`src/rtl/fb_pixel_source.sv`:
```
// Pixel source for the TMDS transmitter: fetches RGB332 framebuffer pixels (with integer
// upscale) or draws test patterns, keeping sync/blank aligned with the RAM read latency.
module fb_pixel_source #(
   parameter int          FB_WIDTH    = 320,
   parameter int          FB_HEIGHT   = 240,
   parameter int          SCALE_SHIFT = 1,
   parameter int          ADDR_W      = 17,
   parameter int          MEM_LATENCY = 2,
   parameter int          H_TOTAL     = 800,
   parameter int          V_TOTAL     = 525,
   parameter logic [23:0] SOLID_RGB   = 24'h202080
) (
   input  logic              clk,
   input  logic              rst,
   input  logic [10:0]       h_cnt,
   input  logic [9:0]        v_cnt,
   input  logic              h_sync_in,
   input  logic              v_sync_in,
   input  logic              blank_in,
   input  logic [1:0]        mode,
   output logic [ADDR_W-1:0] mem_addr,
   output logic              mem_rd,
   input  logic [7:0]        mem_data,
   output logic [7:0]        red_out,
   output logic [7:0]        green_out,
   output logic [7:0]        blue_out,
   output logic              h_sync_out,
   output logic              v_sync_out,
   output logic              blank_out
);

   typedef struct packed {
      logic        hs;
      logic        vs;
      logic        blank;
      logic        in_fb;
      logic [1:0]  mode;
      logic [23:0] pat;
   } ctl_t;

   localparam ctl_t       CTL_IDLE = '{hs: 1'b1, vs: 1'b0, blank: 1'b1, in_fb: 1'b0,
                                       mode: 2'd0, pat: 24'd0};
   localparam logic [1:0] SUB_MAX  = 2'((1 << SCALE_SHIFT) - 1);

   logic [ADDR_W-1:0] row_base_q, row_base_d;
   logic [9:0]        row_idx_q, row_idx_d;
   logic [1:0]        sub_line_q, sub_line_d;
   logic [1:0]        mode_q, mode_eff;
   logic [10:0]       col;
   logic              in_fb;
   logic [2:0]        bar_idx;
   logic [23:0]       pat_d;
   logic [ADDR_W-1:0] mem_addr_q;
   logic              mem_rd_q;
   ctl_t              s1_q, s1_d, dl_last;
   logic [23:0]       rgb_q, rgb_d, rgb_expanded;
   logic              hs_q, vs_q, blank_q;

   // The new mode applies from the frame-start pixel itself, not one pixel late.
   assign mode_eff = (h_cnt == 11'd0 && v_cnt == 10'd0) ? mode : mode_q;

   always_comb begin
      row_base_d = row_base_q;
      row_idx_d  = row_idx_q;
      sub_line_d = sub_line_q;
      if (h_cnt == 11'(H_TOTAL - 1)) begin
         if (v_cnt == 10'(V_TOTAL - 1)) begin
            row_base_d = '0;
            row_idx_d  = '0;
            sub_line_d = '0;
         end else if (sub_line_q == SUB_MAX) begin
            sub_line_d = '0;
            row_idx_d  = row_idx_q + 10'd1;
            row_base_d = row_base_q + ADDR_W'(FB_WIDTH);
         end else begin
            sub_line_d = sub_line_q + 2'd1;
         end
      end
   end

   assign col   = h_cnt >> SCALE_SHIFT;
   assign in_fb = ~blank_in && (col < 11'(FB_WIDTH)) && (row_idx_q < 10'(FB_HEIGHT));

   always_comb begin
      bar_idx = 3'd7;
      for (int i = 6; i >= 0; i--) begin
         if (h_cnt < 11'(80 * (i + 1))) bar_idx = 3'(i);
      end
      case (mode_eff)
         2'd1:    pat_d = {{8{bar_idx[2]}}, {8{bar_idx[1]}}, {8{bar_idx[0]}}};
         2'd2:    pat_d = {24{h_cnt[5] ^ v_cnt[5]}};
         2'd3:    pat_d = SOLID_RGB;
         default: pat_d = 24'd0;
      endcase
      s1_d = '{hs: h_sync_in, vs: v_sync_in, blank: blank_in, in_fb: in_fb,
               mode: mode_eff, pat: pat_d};
   end

   always_ff @(posedge clk) begin
      if (rst) begin
         row_base_q <= '0;
         row_idx_q  <= '0;
         sub_line_q <= '0;
         mode_q     <= '0;
         mem_addr_q <= '0;
         mem_rd_q   <= 1'b0;
         s1_q       <= CTL_IDLE;
      end else begin
         row_base_q <= row_base_d;
         row_idx_q  <= row_idx_d;
         sub_line_q <= sub_line_d;
         mode_q     <= mode_eff;
         mem_addr_q <= row_base_q + ADDR_W'(col);
         mem_rd_q   <= in_fb && (mode_eff == 2'd0);
         s1_q       <= s1_d;
      end
   end

   // Control delay line, one stage per cycle of RAM read latency.
   for (genvar gi = 0; gi < MEM_LATENCY; gi++) begin : g_dl
      ctl_t stage_q;
      if (gi == 0) begin : g_first
         always_ff @(posedge clk) begin
            if (rst) stage_q <= CTL_IDLE;
            else     stage_q <= s1_q;
         end
      end else begin : g_rest
         always_ff @(posedge clk) begin
            if (rst) stage_q <= CTL_IDLE;
            else     stage_q <= g_dl[gi-1].stage_q;
         end
      end
   end

   assign dl_last      = g_dl[MEM_LATENCY-1].stage_q;
   assign rgb_expanded = {mem_data[7:5], mem_data[7:5], mem_data[7:6],
                          mem_data[4:2], mem_data[4:2], mem_data[4:3],
                          {4{mem_data[1:0]}}};

   always_comb begin
      if (dl_last.blank)             rgb_d = 24'd0;
      else if (dl_last.mode == 2'd0) rgb_d = dl_last.in_fb ? rgb_expanded : 24'd0;
      else                           rgb_d = dl_last.pat;
   end

   always_ff @(posedge clk) begin
      if (rst) begin
         rgb_q   <= 24'd0;
         hs_q    <= 1'b1;
         vs_q    <= 1'b0;
         blank_q <= 1'b1;
      end else begin
         rgb_q   <= rgb_d;
         hs_q    <= dl_last.hs;
         vs_q    <= dl_last.vs;
         blank_q <= dl_last.blank;
      end
   end

   assign mem_addr   = mem_addr_q;
   assign mem_rd     = mem_rd_q;
   assign red_out    = rgb_q[23:16];
   assign green_out  = rgb_q[15:8];
   assign blue_out   = rgb_q[7:0];
   assign h_sync_out = hs_q;
   assign v_sync_out = vs_q;
   assign blank_out  = blank_q;

endmodule

```
`config.mk`:
```
export PLATFORM = sky130hd
export DESIGN_NAME = fb_pixel_source
export DESIGN_NICKNAME = d
export VERILOG_FILES = /design/src/rtl/fb_pixel_source.sv
export SDC_FILE = /design/constraint.sdc
export NUM_CORES = 1
export LEC_CHECK = 0
export CAP_MARGIN = 25
export CORE_ASPECT_RATIO = 1.25
export CORE_MARGIN = 2
export CORE_UTILIZATION = 30
export CTS_BUF_LIST = sky130_fd_sc_hd__clkbuf_8
export DETAILED_ROUTE_END_ITERATION = 16
export SETUP_SLACK_MARGIN = 0.5
export SLEW_MARGIN = 20
export SYNTH_ARGS = -nofsm -noshare
export SYNTH_HDL_FRONTEND = slang
export SYNTH_SLANG_ARGS = --single-unit
```
`constraint.sdc`:
```
create_clock -name clk -period 3.2 [get_ports clk]
set_input_delay 0.8 -clock clk [delete_from_list [all_inputs] [get_ports clk]]
set_output_delay 0.8 -clock clk [all_outputs]
set_load 0.005 [all_outputs]
```
* After elaboration in Yosys (flattened, before gate mapping)
Cells that the tools add are included.
** Word-level totals
- Register bits after elaboration :: 164
- Latch bits :: 0
- RAM bits :: 0
- Bits in read-only memories :: 0
- Input bits :: 36
- Output and inout port bits :: 45
- Word-level logic and storage cells :: 76
- Memories kept :: 0
** Operators by class
- $add $sub $neg :: 4
- Multiply operators :: 0
- Divide/modulo/power cells :: 0
- Magnitude comparators :: 9
- Equality and inequality tests :: 6
- Shifts and indexed selects :: 0
- Multiplexer cells :: 17
- Bitwise operators :: 2
- Reduce and logical (&&, ||, !) cells :: 11
** Operators by type and width (number)
- $pmux 24 s3 :: 1
- $mux 24 :: 2
- $mux 17 :: 2
- $lt 11x9->1 const B :: 3
- $lt 11x8->1 const B :: 2
- $mux 10 :: 2
- $mux 3 :: 6
- $add 17x10->17 :: 1
- $add 17x9->17 const B :: 1
- $eq 11x10->1 const B :: 1
- $logic_not 11->1 :: 1
- $lt 11x10->1 const B :: 1
- $lt 11x7->1 const B :: 1
- $add 10x1->10 const B :: 1
- $eq 10x10->1 const B :: 1
- $logic_not 10->1 :: 1
- $lt 10x8->1 const B :: 1
- $lt 10x9->1 const B :: 1
- $mux 2 :: 3
- $eq 2x1->1 const B :: 2
- $eq 2x2->1 const B :: 2
- $logic_and 1x1->1 :: 4
- $logic_not 2->1 :: 2
- $add 2x1->2 const B :: 1
- 6 further kinds :: 6

* Depth between registers and ports, before layout
- Depth after elaboration :: 9
- Depth in mapped cells :: 8
- Gate-level depth less buffers :: 6

* Worst setup path before layout
Ideal clock, no wire load.
- Path kind :: input -> register
- From :: input port v_cnt[4]
- To :: register s1_q[15] (netlist name)
- Library setup time :: 0.087 ns
- Data arrival time :: 2.458 ns
- Slack :: 0.655 ns
- Stages :: 5
- Buffers on the path :: 0
- Path through :: or4_4 > or2_2 > nor2_1 > mux2_2 > o31ai_1
** Between the ends
- Cells in the longest elaborated chain, start to end :: 5
** RTL lines
- from (decl) :: RTL line 16 : input logic [9:0] v_cnt,
- $logic_not 10->1 (*) :: RTL line 60 : assign mode_eff = (h_cnt == 11'd0 && v_cnt == 10'd0) ? mode : mode_q;
- $logic_and 1x1->1 (*) :: RTL line 60
- $mux 2 (*) :: RTL line 60
- $eq 2x2->1 / $eq 2x1->1 (equally long branches) :: RTL line 89 : case (mode_eff)
- $pmux 24 s3 (*) :: RTL line 89
- to (signal assigned) :: RTL line 107 : s1_q <= CTL_IDLE;
- to (signal assigned) :: RTL line 115 : s1_q <= s1_d;
- to (decl) :: RTL line 55 : ctl_t s1_q, s1_d, dl_last;
Every way passes the cells marked *; elsewhere a longest branch is shown, timed or not.
A chain may end at the register's enable or synchronous reset.

* Worst setup path after layout
- From :: input port v_cnt[4]
- To :: register s1_q[6] (netlist name)
The elaborated chain is that of the path after synthesis.

==> flow_metrics.tcl <==
set metrics [dict create \
    fp.dieArea_um2 13300 \
    setup.worst_path.end_class "flop" \
    r2r_cells 7 \
    final_core_utilization_pct 39.7 \
    mostFrequentLayoutCells "91 x sky130_fd_sc_hd__dfxtp_1, 79 x sky130_fd_sc_hd__clkdlybuf4s50_1, 34 x sky130_fd_sc_hd__nor2_1" \
    vias 2949 \
    slew_headroom_pct 56.9 \
    regToRegEndpoint "mem_addr[16]" \
    cts_made_buffers 9 \
    synth-seq-cells 91 \
    netlist-cell-type-count 48 \
    layout_net_count 510 \
    grt_pass1_vias 2872 \
    highest_clock_rate_mhz 379 \
    tritoncts "yes" \
    htreeDepth 3 \
    floorplan_die_height_um 128 \
    total_of_endpoints_with_negative_setup_slack_in_the_final_report 0 \
    synth_edf_count 0 \
    place_congestion 0.799 \
    worstSetupPathType "in2reg" \
    synthToLayoutAreaGrowth_pct 29.3 \
    vdd.ir_drop.worst_uv 189 \
    post_drt_wl_per_cell_um 12.3 \
    timing.critical_path.slowest_stage_cell "sky130_fd_sc_hd__or4_4" \
    min_period_ns 2.64 \
    grt_start_max_net_pins 42 \
    netlist_instances 395 \
    dp.final_hpwl_um 5700 \
    final-hold-violation-count 0 \
    hold_path.class "reg2reg" \
    grt_pass1_wl_um 13200 \
    arr_time_crit_path_ns 2.92 \
    totalNegativeSetupSlack_ns 0 \
    port-buffer-count 80 \
    slowest_delay_ns 0.57 \
    synth_warnings 0 \
    path_cells "clkdlybuf4s50_1, or4_4, or2_2, nor2_4, mux2_2, o31ai_1" \
    drive_above_1_share_pct 10.8 \
    async_reset_ff_share_pct 0 \
    drc_errors 0 \
    pre_cts_slack_ns 0.111 \
    initial_core_util_pct 30.7 \
    crit-reg2reg-launch "row_base_q[7]" \
    netlist_area_um2 3710 \
    rsz_0062_raised_after_global_routing "yes" \
    clock_tree.buffer_depth 2 \
    synth_seq_area_share_pct 49.0 \
    n_fill_cell 1211 \
    chipWidth_um 104 \
    most_common_cell_after_layout_fill_and_taps_aside "sky130_fd_sc_hd__dfxtp_1" \
    critical_path_peak_fanout 4 \
    drtIter0Drc 161 \
    grt_overflow 0 \
    final.period_utilization_pct 82.5 \
    antenna_found_initial 0 \
    design.core.area_um2 12100 \
    postCtsHoldBufs 0 \
    worst_ep_required_time_ns 3.48 \
    cts.root.buffer_cell "sky130_fd_sc_hd__clkbuf_8" \
    placementRows 45 \
    final_wirelength_um 7830 \
    clock-sinks 91 \
    clkLatencyLatePin_ns 0.36 \
    worst_clock_skew_ns 0.00897 \
    ys_dominant_reg_cell "sky130_fd_sc_hd__dfxtp_1" \
    outcome "complete, no violations" \
    worst_setup_hold_path_clk_slew_ns 0.09 \
    timing.max_cap.violations 0 \
    gr-usage-all-layers_pct 12.3 \
    antennaDiodeCount 0 \
    timing.hold.worst_endpoint "dl_last[27]" \
    critPathLaunchType "input pin" \
    power-per-cell-area_nw_per_um2 420 \
    drt.antenna.violating_nets 0 \
    syn-mean-instance-area_um2 9.40 \
    worst-slew-pin-transition_ns 0.640 \
    p_leak_nw 1.73 \
    total_power_mw 2.02 \
    pin_count 81 \
    hold_path_depth 1 \
    firstDrtPassIters 6 \
    synth_nets 438 \
    hold_start "g_dl[0].stage_q[27]" \
    timing_max_transition_violations_final 0 \
    final.setup.worst_slack_ns 0.561 \
    vias_per_cell 4.64 \
    setup.reg_to_reg.worst_slack_ns 1.38 \
]
power by group:
group | leakage (nW) | internal, mW | switching (mW)
registers | 0.738 | 1.15 | 0.00317
logic | 0.891 | 0.0781 | 0.0620
clock network | 0.0990 | 0.311 | 0.417
total | 1.73 | 1.53 | 0.482
routing by layer:
layer / global-route usage, % / up-vias / share of wire [%]
met3: 3.39 / 15 / 5.7
li1: - / 1482 / -
met1: 13.9 / 1359 / 43
met5: 0 / - / 0
met4: 6.52 / 0 / 2.6
met2: 21.2 / 93 / 49
worst max path at each step:
stage | to | cells past startpoint | slack, ns | from
floorplan | s1_q[15] | 5 | 0.65 | v_cnt[4]
global placement | s1_q[22] | 6 | 0.17 | v_cnt[4]
detailed placement | s1_q[6] | 6 | 0.11 | v_cnt[4]
CTS | s1_q[6] | 6 | 0.56 | v_cnt[4]
global route | s1_q[22] | 6 | 0.49 | h_cnt[4]
finish | s1_q[6] | 6 | 0.56 | v_cnt[4]
worst max-delay path: cells and delay by family:
kind | cells | cell delay, ns
and+or+nand+nor | 3 | 1.10
buffers and inverters | 1 | 0.40
muxes | 1 | 0.38
AOI/OAI and AO/OA | 1 | 0.24
timing repair:
action | 4_1_cts | 5_1_grt
endpoints found under the setup margin | 1 | 4
resized for setup | 1 | 2
setup buffers | 0 | 0
area by class of cell:
cell class | count | area (µm²) | area share, %
Tap cell | 164 | 205 | 4.27
Timing Repair Buffer | 91 | 878 | 18.3
Multi-Input combinational cell | 264 | 1670 | 34.8
Clock buffer | 10 | 138 | 2.87
Sequential cell | 91 | 1820 | 37.9
Clock inverter | 6 | 52.6 | 1.09
Inverter | 10 | 37.5 | 0.782
kinds of logic (layout without fill, tap and decap cells):
kind of cell               count (synthesis)  count (layout)  synth area share, %
adders and majority gates                  7               7                 2.36
muxes                                      4               4                 1.15
xor gates and xnor gates                  24              24                 5.66
and+or+nand+nor                          159             159                 23.7
buffers and inverters                     40             117                 6.40
AOI/OAI and AO/OA                         69              69                 11.6
other                                      1               1                0.101
DFF                                       91              91                 49.0
Yosys cell counts, types with 3 or more instances:
| cell | count | area share, % |
|---|---|---|
| sky130_fd_sc_hd__dfxtp_1 | 91 | 49 |
| sky130_fd_sc_hd__xnor2_1 | 22 | 5.2 |
| sky130_fd_sc_hd__clkbuf_1 | 11 | 1.1 |
| sky130_fd_sc_hd__nor2_1 | 35 | 3.5 |
| sky130_fd_sc_hd__a21o_1 | 4 | 0.81 |
| sky130_fd_sc_hd__and3_1 | 4 | 0.67 |
| sky130_fd_sc_hd__nor4_1 | 10 | 1.7 |
| sky130_fd_sc_hd__buf_4 | 13 | 2.6 |
| sky130_fd_sc_hd__or3_1 | 9 | 1.5 |
| sky130_fd_sc_hd__nand4_1 | 5 | 0.84 |
| sky130_fd_sc_hd__nand3_1 | 8 | 1.1 |
| sky130_fd_sc_hd__ha_1 | 7 | 2.4 |
| sky130_fd_sc_hd__o31ai_1 | 4 | 0.81 |
| sky130_fd_sc_hd__or2_2 | 11 | 1.9 |
| sky130_fd_sc_hd__nand2b_1 | 3 | 0.51 |
| sky130_fd_sc_hd__buf_6 | 3 | 0.91 |
| sky130_fd_sc_hd__nor2b_1 | 26 | 4.4 |
| sky130_fd_sc_hd__nand2_1 | 25 | 2.5 |
| sky130_fd_sc_hd__o21ai_0 | 16 | 2.2 |
| sky130_fd_sc_hd__a21oi_1 | 28 | 3.8 |
| sky130_fd_sc_hd__and4_1 | 3 | 0.71 |
| sky130_fd_sc_hd__nor3_1 | 12 | 1.6 |
| sky130_fd_sc_hd__inv_1 | 10 | 1.0 |
metrics by stage:
stage          cell area (µm²)  std cells  hold WS (ns)
3_3_place_gp              4600        620         0.392
3_5_place_dp              4600        620         0.399
4_1_cts                   4790        636         0.415
5_1_grt                   4800        636         0.427
6_report                  4800        636         0.412
2_1_floorplan             3710        395         0.389
flip-flops by register name (all words and copies together), names as in the netlist, 2 cells and up:
signal / flops
mem_addr: 17
rgb_q: 11
row_base_q: 11
s1_q: 12
g_dl.stage_q: 12
sub_line_q: 2
dl_last: 12
row_idx_q: 10
(Power assumes the default switching activity.)
